## src/rtl/clk_div_sequencer.sv

```systemverilog
// Clock-division and run-window sequencer: NUM_CH divided clocks with rise ticks, gated by an IDLE/RUN/DONE window.
// All outputs are flops, updating one edge after their cause; there is no handshake and inputs are never stalled.
module clk_div_sequencer #(
  parameter int NUM_CH = 2,
  parameter int DIV_W  = 8,
  parameter int CNT_W  = 16
) (
  input  logic                    clk,
  input  logic                    rst,
  input  logic [NUM_CH*DIV_W-1:0] div_ratio,
  input  logic                    load,
  input  logic [CNT_W-1:0]        run_limit,
  input  logic                    start,
  output logic [NUM_CH-1:0]       clk_out,
  output logic [NUM_CH-1:0]       tick,
  output logic [CNT_W-1:0]        cycle_cnt,
  output logic                    running,
  output logic                    done
);

  typedef enum logic [1:0] {IDLE = 2'b00, RUN = 2'b01, DONE = 2'b10} state_t;

  localparam logic [CNT_W-1:0] CNT_ONE = 1;
  localparam logic [DIV_W-1:0] DIV_ONE = 1;

  state_t                    state, next_state;
  logic                      running_d, done_d;
  logic [CNT_W-1:0]          limit_q;
  logic [NUM_CH*DIV_W-1:0]   ratio_q;
  logic [DIV_W-1:0]          ratio_ch [NUM_CH];
  logic [DIV_W-1:0]          ch_cnt   [NUM_CH];
  logic                      start_ok;
  logic                      terminal;
  logic                      chan_run;

  assign start_ok = start && (state != RUN);
  assign terminal = (state == RUN) && (limit_q != '0) && (cycle_cnt == limit_q - CNT_ONE);
  // Channels stay cleared on the start edge, on the terminal edge and on any load edge.
  assign chan_run = (state == RUN) && (next_state == RUN) && !load;

  always_ff @(posedge clk or posedge rst) begin
    if (rst) begin
      state   <= IDLE;
      running <= 1'b0;
      done    <= 1'b0;
    end else begin
      state   <= next_state;
      running <= running_d;
      done    <= done_d;
    end
  end

  always_comb begin
    next_state = state;
    case (state)
      IDLE:    if (start)    next_state = RUN;
      RUN:     if (terminal) next_state = DONE;
      DONE:    if (start)    next_state = RUN;
      default: next_state = IDLE;
    endcase
  end

  always_comb begin
    running_d = (next_state == RUN);
    done_d    = (next_state == DONE);
  end

  always_ff @(posedge clk or posedge rst) begin
    if (rst) begin
      cycle_cnt <= '0;
      limit_q   <= '0;
    end else if (start_ok) begin
      cycle_cnt <= '0;
      limit_q   <= run_limit;
    end else if ((state == RUN) && (cycle_cnt != '1)) begin
      cycle_cnt <= cycle_cnt + CNT_ONE;
    end
  end

  always_ff @(posedge clk or posedge rst) begin
    if (rst) begin
      ratio_q <= '0;
    end else if (load) begin
      ratio_q <= div_ratio;
    end
  end

  always_comb begin
    for (int i = 0; i < NUM_CH; i++) begin
      ratio_ch[i] = ratio_q[i*DIV_W +: DIV_W];
    end
  end

  // tick takes the pre-toggle inverse so it fires only on the low-to-high toggle.
  always_ff @(posedge clk or posedge rst) begin
    if (rst) begin
      for (int i = 0; i < NUM_CH; i++) begin
        ch_cnt[i] <= '0;
      end
      clk_out <= '0;
      tick    <= '0;
    end else begin
      for (int i = 0; i < NUM_CH; i++) begin
        if (!chan_run || (ratio_ch[i] == '0)) begin
          ch_cnt[i]  <= '0;
          clk_out[i] <= 1'b0;
          tick[i]    <= 1'b0;
        end else if (ch_cnt[i] == ratio_ch[i] - DIV_ONE) begin
          ch_cnt[i]  <= '0;
          clk_out[i] <= ~clk_out[i];
          tick[i]    <= ~clk_out[i];
        end else begin
          ch_cnt[i]  <= ch_cnt[i] + DIV_ONE;
          tick[i]    <= 1'b0;
        end
      end
    end
  end

endmodule

```

## config.mk

```make
export PLATFORM = sky130hd
export DESIGN_NAME = clk_div_sequencer
export DESIGN_NICKNAME = d
export VERILOG_FILES = /design/src/rtl/clk_div_sequencer.sv
export SDC_FILE = /design/constraint.sdc
export NUM_CORES = 1
export LEC_CHECK = 0
export BUFFER_PORTS_ARGS = -buffer_cell sky130_fd_sc_hd__buf_2
export CELL_PAD_IN_SITES_DETAIL_PLACEMENT = 1
export CELL_PAD_IN_SITES_GLOBAL_PLACEMENT = 1
export CORE_MARGIN = 3
export CORE_UTILIZATION = 40
export DETAILED_ROUTE_END_ITERATION = 10
export PLACE_DENSITY_LB_ADDON = 0.15
export SYNTH_ARGS = -nofsm -noshare
export SYNTH_HDL_FRONTEND = slang
export SYNTH_SLANG_ARGS = --single-unit
```

## constraint.sdc

```tcl
create_clock -name clk -period 2.8 [get_ports clk]
set_clock_uncertainty 0.2 [all_clocks]
set_input_delay 0.56 -clock clk [delete_from_list [all_inputs] [get_ports clk]]
set_output_delay 0.56 -clock clk [all_outputs]
set_load 0.03 [all_outputs]
```

---- After elaboration in Yosys (flattened, before gate mapping) ----
Index checks and enable logic that the tools add are counted.
W data, S select, Z words.
storage, ports and cells
  flip-flop bits (word level) ............. 72
  input port bits ......................... 36
  output and inout bits ................... 22
operators by class
  add/sub/neg operators ................... 6
  eq/ne operators ......................... 9
  multiplexer cells ....................... 17
  bitwise operators ....................... 2
  reductions and logical operators ........ 18
operators with widths
  kind                     number
  $mux W16                 2
  $mux W8                  4
  $add A16 B1 Y16 const B  1
  $add A8 B1 Y8 const B    2
  $eq A16 B16 Y1           1
  $eq A8 B8 Y1             2
  $logic_not A8 Y1         2
  $ne A16 B16 Y1 const B   1
  $reduce_bool A16 Y1      1
  $sub A16 B1 Y16 const B  1
  $sub A8 B1 Y8 const B    2
  $mux W1                  8
  $logic_and A1 B1 Y1      6
  $reduce_bool A2 Y1       3
  $eq A2 B1 Y1 const B     2
  $eq A2 B2 Y1 const B     2
  $mux W2                  2
  $pmux W2 S2              1
  $logic_not A1 Y1         2
  $logic_not A2 Y1         1
  $logic_or A1 B1 Y1       2
  $ne A2 B1 Y1 const B     1
  $not A1 Y1               2
  $reduce_or A2 Y1         1

---- Logic depth before layout (Yosys ltp) ----
  depth in word-level cells ............... 11
  gate-level depth with buffers ........... 10
  gate-level depth less buffers ........... 8

---- Worst setup path before layout ----
OpenSTA, ideal clock, no wires.
  path type ............................... reg2reg
  start point ............................. register limit_q[2]
  end point ............................... register ch_cnt[10] (netlist bit)
  library setup time ...................... 0.138 ns
  arrival time ............................ 2.366 ns
  data required time ...................... 2.462 ns
  setup slack ............................. 0.095 ns
  cell stages (with the launch flop) ...... 8
  path buffers ............................ 1
  clock period less this slack ............ 2.705 ns
  cell sequence ........................... dfrtp_1 > or4_1 > or3_1 > o31ai_1 > nand3_1 > nor4_4 > buf_2 > nor4_1
between the ends
  longest elaborated chain between the ends .. 11
  elaborated cells on any way between the ends .. 13
RTL lines
  what                                                    RTL line  RTL
  start, declared                                         28        logic [CNT_W-1:0] limit_q;
  start signal, assigned                                  74        limit_q <= run_limit;
  $sub A16 B1 Y16 or $reduce_bool A16 Y1 (tied branches)  37        assign terminal = (state == RUN) && (limit_q != '0) && (cycle_cnt == limit_q - CNT_ONE);
  $eq A16 B16 Y1 or $logic_and A1 B1 Y1 (tied branches)   37
  $logic_and A1 B1 Y1 (*)                                 37
  $mux W2 (*)                                             57        RUN: if (terminal) next_state = DONE;
  $pmux W2 S2 (*)                                         55        case (state)
  $eq A2 B1 Y1 (*)                                        39        assign chan_run = (state == RUN) && (next_state == RUN) && !load;
  $logic_and A1 B1 Y1 (*) (2 in series)                   39
  $logic_not A1 Y1 (*)                                    104       if (!chan_run || (ratio_ch[i] == '0)) begin
  $logic_or A1 B1 Y1 (*)                                  104
  $mux W8 (*)                                             104
  end signal, assigned by index                           113       ch_cnt[i] <= ch_cnt[i] + DIV_ONE;
  end, declared                                           31        logic [DIV_W-1:0] ch_cnt [NUM_CH];
Every way passes the cells marked *; elsewhere a longest branch is shown, timed or not.
A chain may end at the register's enable or synchronous reset.

---- Final worst setup path ----
  start point ............................. register limit_q[2]
  end point ............................... register done
between the ends
  longest elaborated chain between the ends .. 6
  elaborated cells on any way between the ends .. 8
RTL lines
  what                                                    RTL line  RTL
  $sub A16 B1 Y16 or $reduce_bool A16 Y1 (tied branches)  37
  $eq A16 B16 Y1 or $logic_and A1 B1 Y1 (tied branches)   37
  $logic_and A1 B1 Y1 (*)                                 37
  $mux W2 (*)                                             57
  $pmux W2 S2 (*)                                         55
  $eq A2 B2 Y1 (*)                                        65        done_d = (next_state == DONE);
  via done_d                                              27        logic running_d, done_d;
  end signal, assigned                                    49        done <= done_d;
  end, declared                                           18        output logic done
Mark *: on every way through the listed nets, which the timed path passes. The rest lies on a longest branch.

==> impl_results.md <==
- Status: finished, final reports clean
- Area growth, synth to finish: 18.5%
- Synth Flop Type: dfrtp_1
- # IOs: 58
- Critical path capture point type: flip-flop
- IO buf count: 57
- Worst hold path type: input pin to asynchronous set/reset pin
- Post-synth net total: 473
- Initial antenna violation count: 0
- Core ar.: 9820 um^2
- CP Data Required Time: 2.87 ns
- Design area: 4790 um^2
- Fin crit share: 93.9%
- Root Buffer: clkbuf_8
- Largest net degree at the start of global routing: 41
- CTS tree: built
- DR DRC count: 0
- Critical Path Source Type: flip-flop
- Post-CTS Hold Fix Bufs: 0
- Clk_lat worst skew: 0.35 ns
- DRT iter0 DRCs: 101
- PnR Total Power: 3120 uW
- Setup-failing EPs final: 0
- Total wire length: 10.4 mm
- Warnings from Yosys: 0
- Max Fclk: 381 MHz
- Leakage: 0.00214 uW
- Post-DP Area: 4570 um^2
- Final Slew Violations: 0
- CP endpoint: done
- Post-synthesis instance area: 4040 um^2
- Post-DP HPWL: 7.79 mm
- Post-synthesis async set-or-reset flop share: 100%
- Vias per std cell: 5.44
- FF+latch count, synth: 72
- Most frequent cells in the layout: dfrtp_1 (71), nand2_1 (61), buf_2 (57)
- Final Hold Vio Count: 0
- Syn Inst Count: 430
- Yosys cell types: 51
- Critical Path Fanout Max: 24
- GP Congestion: 0.813
- Routed via count: 3,453
- Clock H-tree levels: 3
- Die span in y: 107 um
- Worst reg2reg setup slack: 0.17 ns
- CP max stage delay: 0.54 ns
- Reg-to-reg critical path endpoint: done
- Slowest CP cell: or4_4
- Clock slew at reported path FFs: 0.08 ns
- Total GRT Usage: 19.6%
- Cts bufs inserted: 9
- Period minus WS final: 2.63 ns
- Cells along the critical path: or4_4 > or3_1 > o31ai_2 > nand3_1 > nor4_4 > buf_12 > a2bb2oi_1
- Cell Pwr Density: 651 nW/um^2
- Vias in the first global route: 3,660
- Final net count: 540
- Ant diodes: 0
- Commonest non-fill, non-tap cell in the layout: dfrtp_1
- Actual slew at the worst max-slew pin: 0.643 ns
- Area of the die: 11,300 um^2
- Final setup TNS: 0 ns
- Die Width: 107 um
- Critical Path Start: limit_q[2]
- Layout cells sized above 1: 22.7%
- Normalized max-slew margin: 57.0%
- Worst EP arrival: 2.70 ns
- R2R depth: 7
- RSZ-0062 raised after global routing: false
- Longest Clk Path Bufs: 2
- Post-route ant nets: 0
- Mean routed wirelength per cell: 16.3 um
- Clk sinks: 72
- Maximum vdd drop: 0.000367 V
- Max-cap viol count: 0
- First-pass GRT wire length: 17.8 mm
- Register area share after synthesis: 44.6%
- GRT overflow: 0
- EDFF count, synth: 0
- Reg2reg start: limit_q[2]
- CP Class: flip-flop to flip-flop
- Synth Area per Inst: 9.40 um^2
- Drt pass-1 iters: 4
- Cell row count: 36
- Starting density of the core: 41.2%
==> registers in the layout, indices dropped and copies added, names as in the netlist <==
register / cells
clk_out: 2
limit_q: 16
tick: 2
ratio_q: 16
done: 1
ch_cnt: 16
running: 1
state: 2
cycle_cnt: 16
==> per-stage QoR <==
stage          utilization, %  instances  setup WS, ns  hold slack [ns]
2_1_floorplan               -        430        0.0954            0.271
3_3_place_gp             46.6        619         0.174            0.267
3_5_place_dp             46.6        619         0.112            0.277
4_1_cts                  48.7        635        0.0977           0.0524
5_1_grt                  48.8        635       0.00120           0.0680
6_report                 48.8        635         0.172           0.0477
==> timing repair <==
action                     CTS  global route
setup buffers                0             0
setup endpoints to repair    0            22
gates resized for setup      0             4
==> routing by layer <==
layer	vias up	wire length, um	GRT usage [%]
met2	56	5380	35.8
met4	0	121	5.11
met5	-	0	0
met3	11	386	4.68
met1	1725	4490	23.1
li1	1661	-	-
==> kinds of logic (layout without fill, tap and decap cells) <==
family,count (synthesis),in the layout,share of synthesized area [%]
simple gates,197,197,25.0
buf+inv,29,101,2.91
xor+xnor,59,59,12.8
fa+ha+maj,7,7,2.17
mux,14,14,3.84
flops,72,72,44.6
compound gates,52,52,8.70
==> cell usage after synthesis, drive strengths merged, types with 3 or more instances <==
cell / n / area (um^2)
nor2: 27 / 101
nor3: 11 / 55.1
o21ai: 16 / 80.1
ha: 7 / 87.6
o22ai: 3 / 18.8
a21oi: 4 / 20.0
dfrtp: 72 / 1800
buf: 5 / 27.5
xor2: 28 / 245
inv: 10 / 37.5
or3: 8 / 50.1
clkbuf: 14 / 52.6
a31oi: 5 / 31.3
nand3: 22 / 110
nand2: 61 / 229
nand4: 11 / 68.8
and3: 9 / 56.3
a211oi: 4 / 30.0
xnor2: 31 / 272
o31ai: 3 / 22.5
nor4: 23 / 159
nand2b: 5 / 31.3
mux2: 12 / 135
nor2b: 4 / 25.0
==> worst max-delay path: cells and delay by family, from the launching register on <==
family                 cells  cell delay [ns]
AND/OR/NAND/NOR            4             1.36
AO/OA/AOI/OAI              2             0.41
flip-flops                 1             0.38
buffers and inverters      1             0.20
==> worst min path at each step <==
stage,endpoint,slack [ns]
after floorplan,done,0.27
after global routing,limit_q[15],0.07
after detailed placement,tick[1],0.28
final,cycle_cnt[13],0.05
after CTS,cycle_cnt[13],0.05
after global placement,tick[1],0.27
==> area by class of cell <==
class | instances | area [um^2]
flip-flops and latches | 72 | 1800
repair buffers | 75 | 445
well taps | 133 | 166
clock inverters | 5 | 55.1
multi-input cells | 329 | 2130
inverters | 10 | 37.5
clock buffers | 11 | 151
fillers | 1193 | 5030
==> power by group <==
group          switching (uW)  internal, uW  leakage [uW]
sequential                180          1160      0.000898
combinational             546           373       0.00114
clock                     400           457      0.000101
Note: power is estimated with default switching activity, not from simulation.
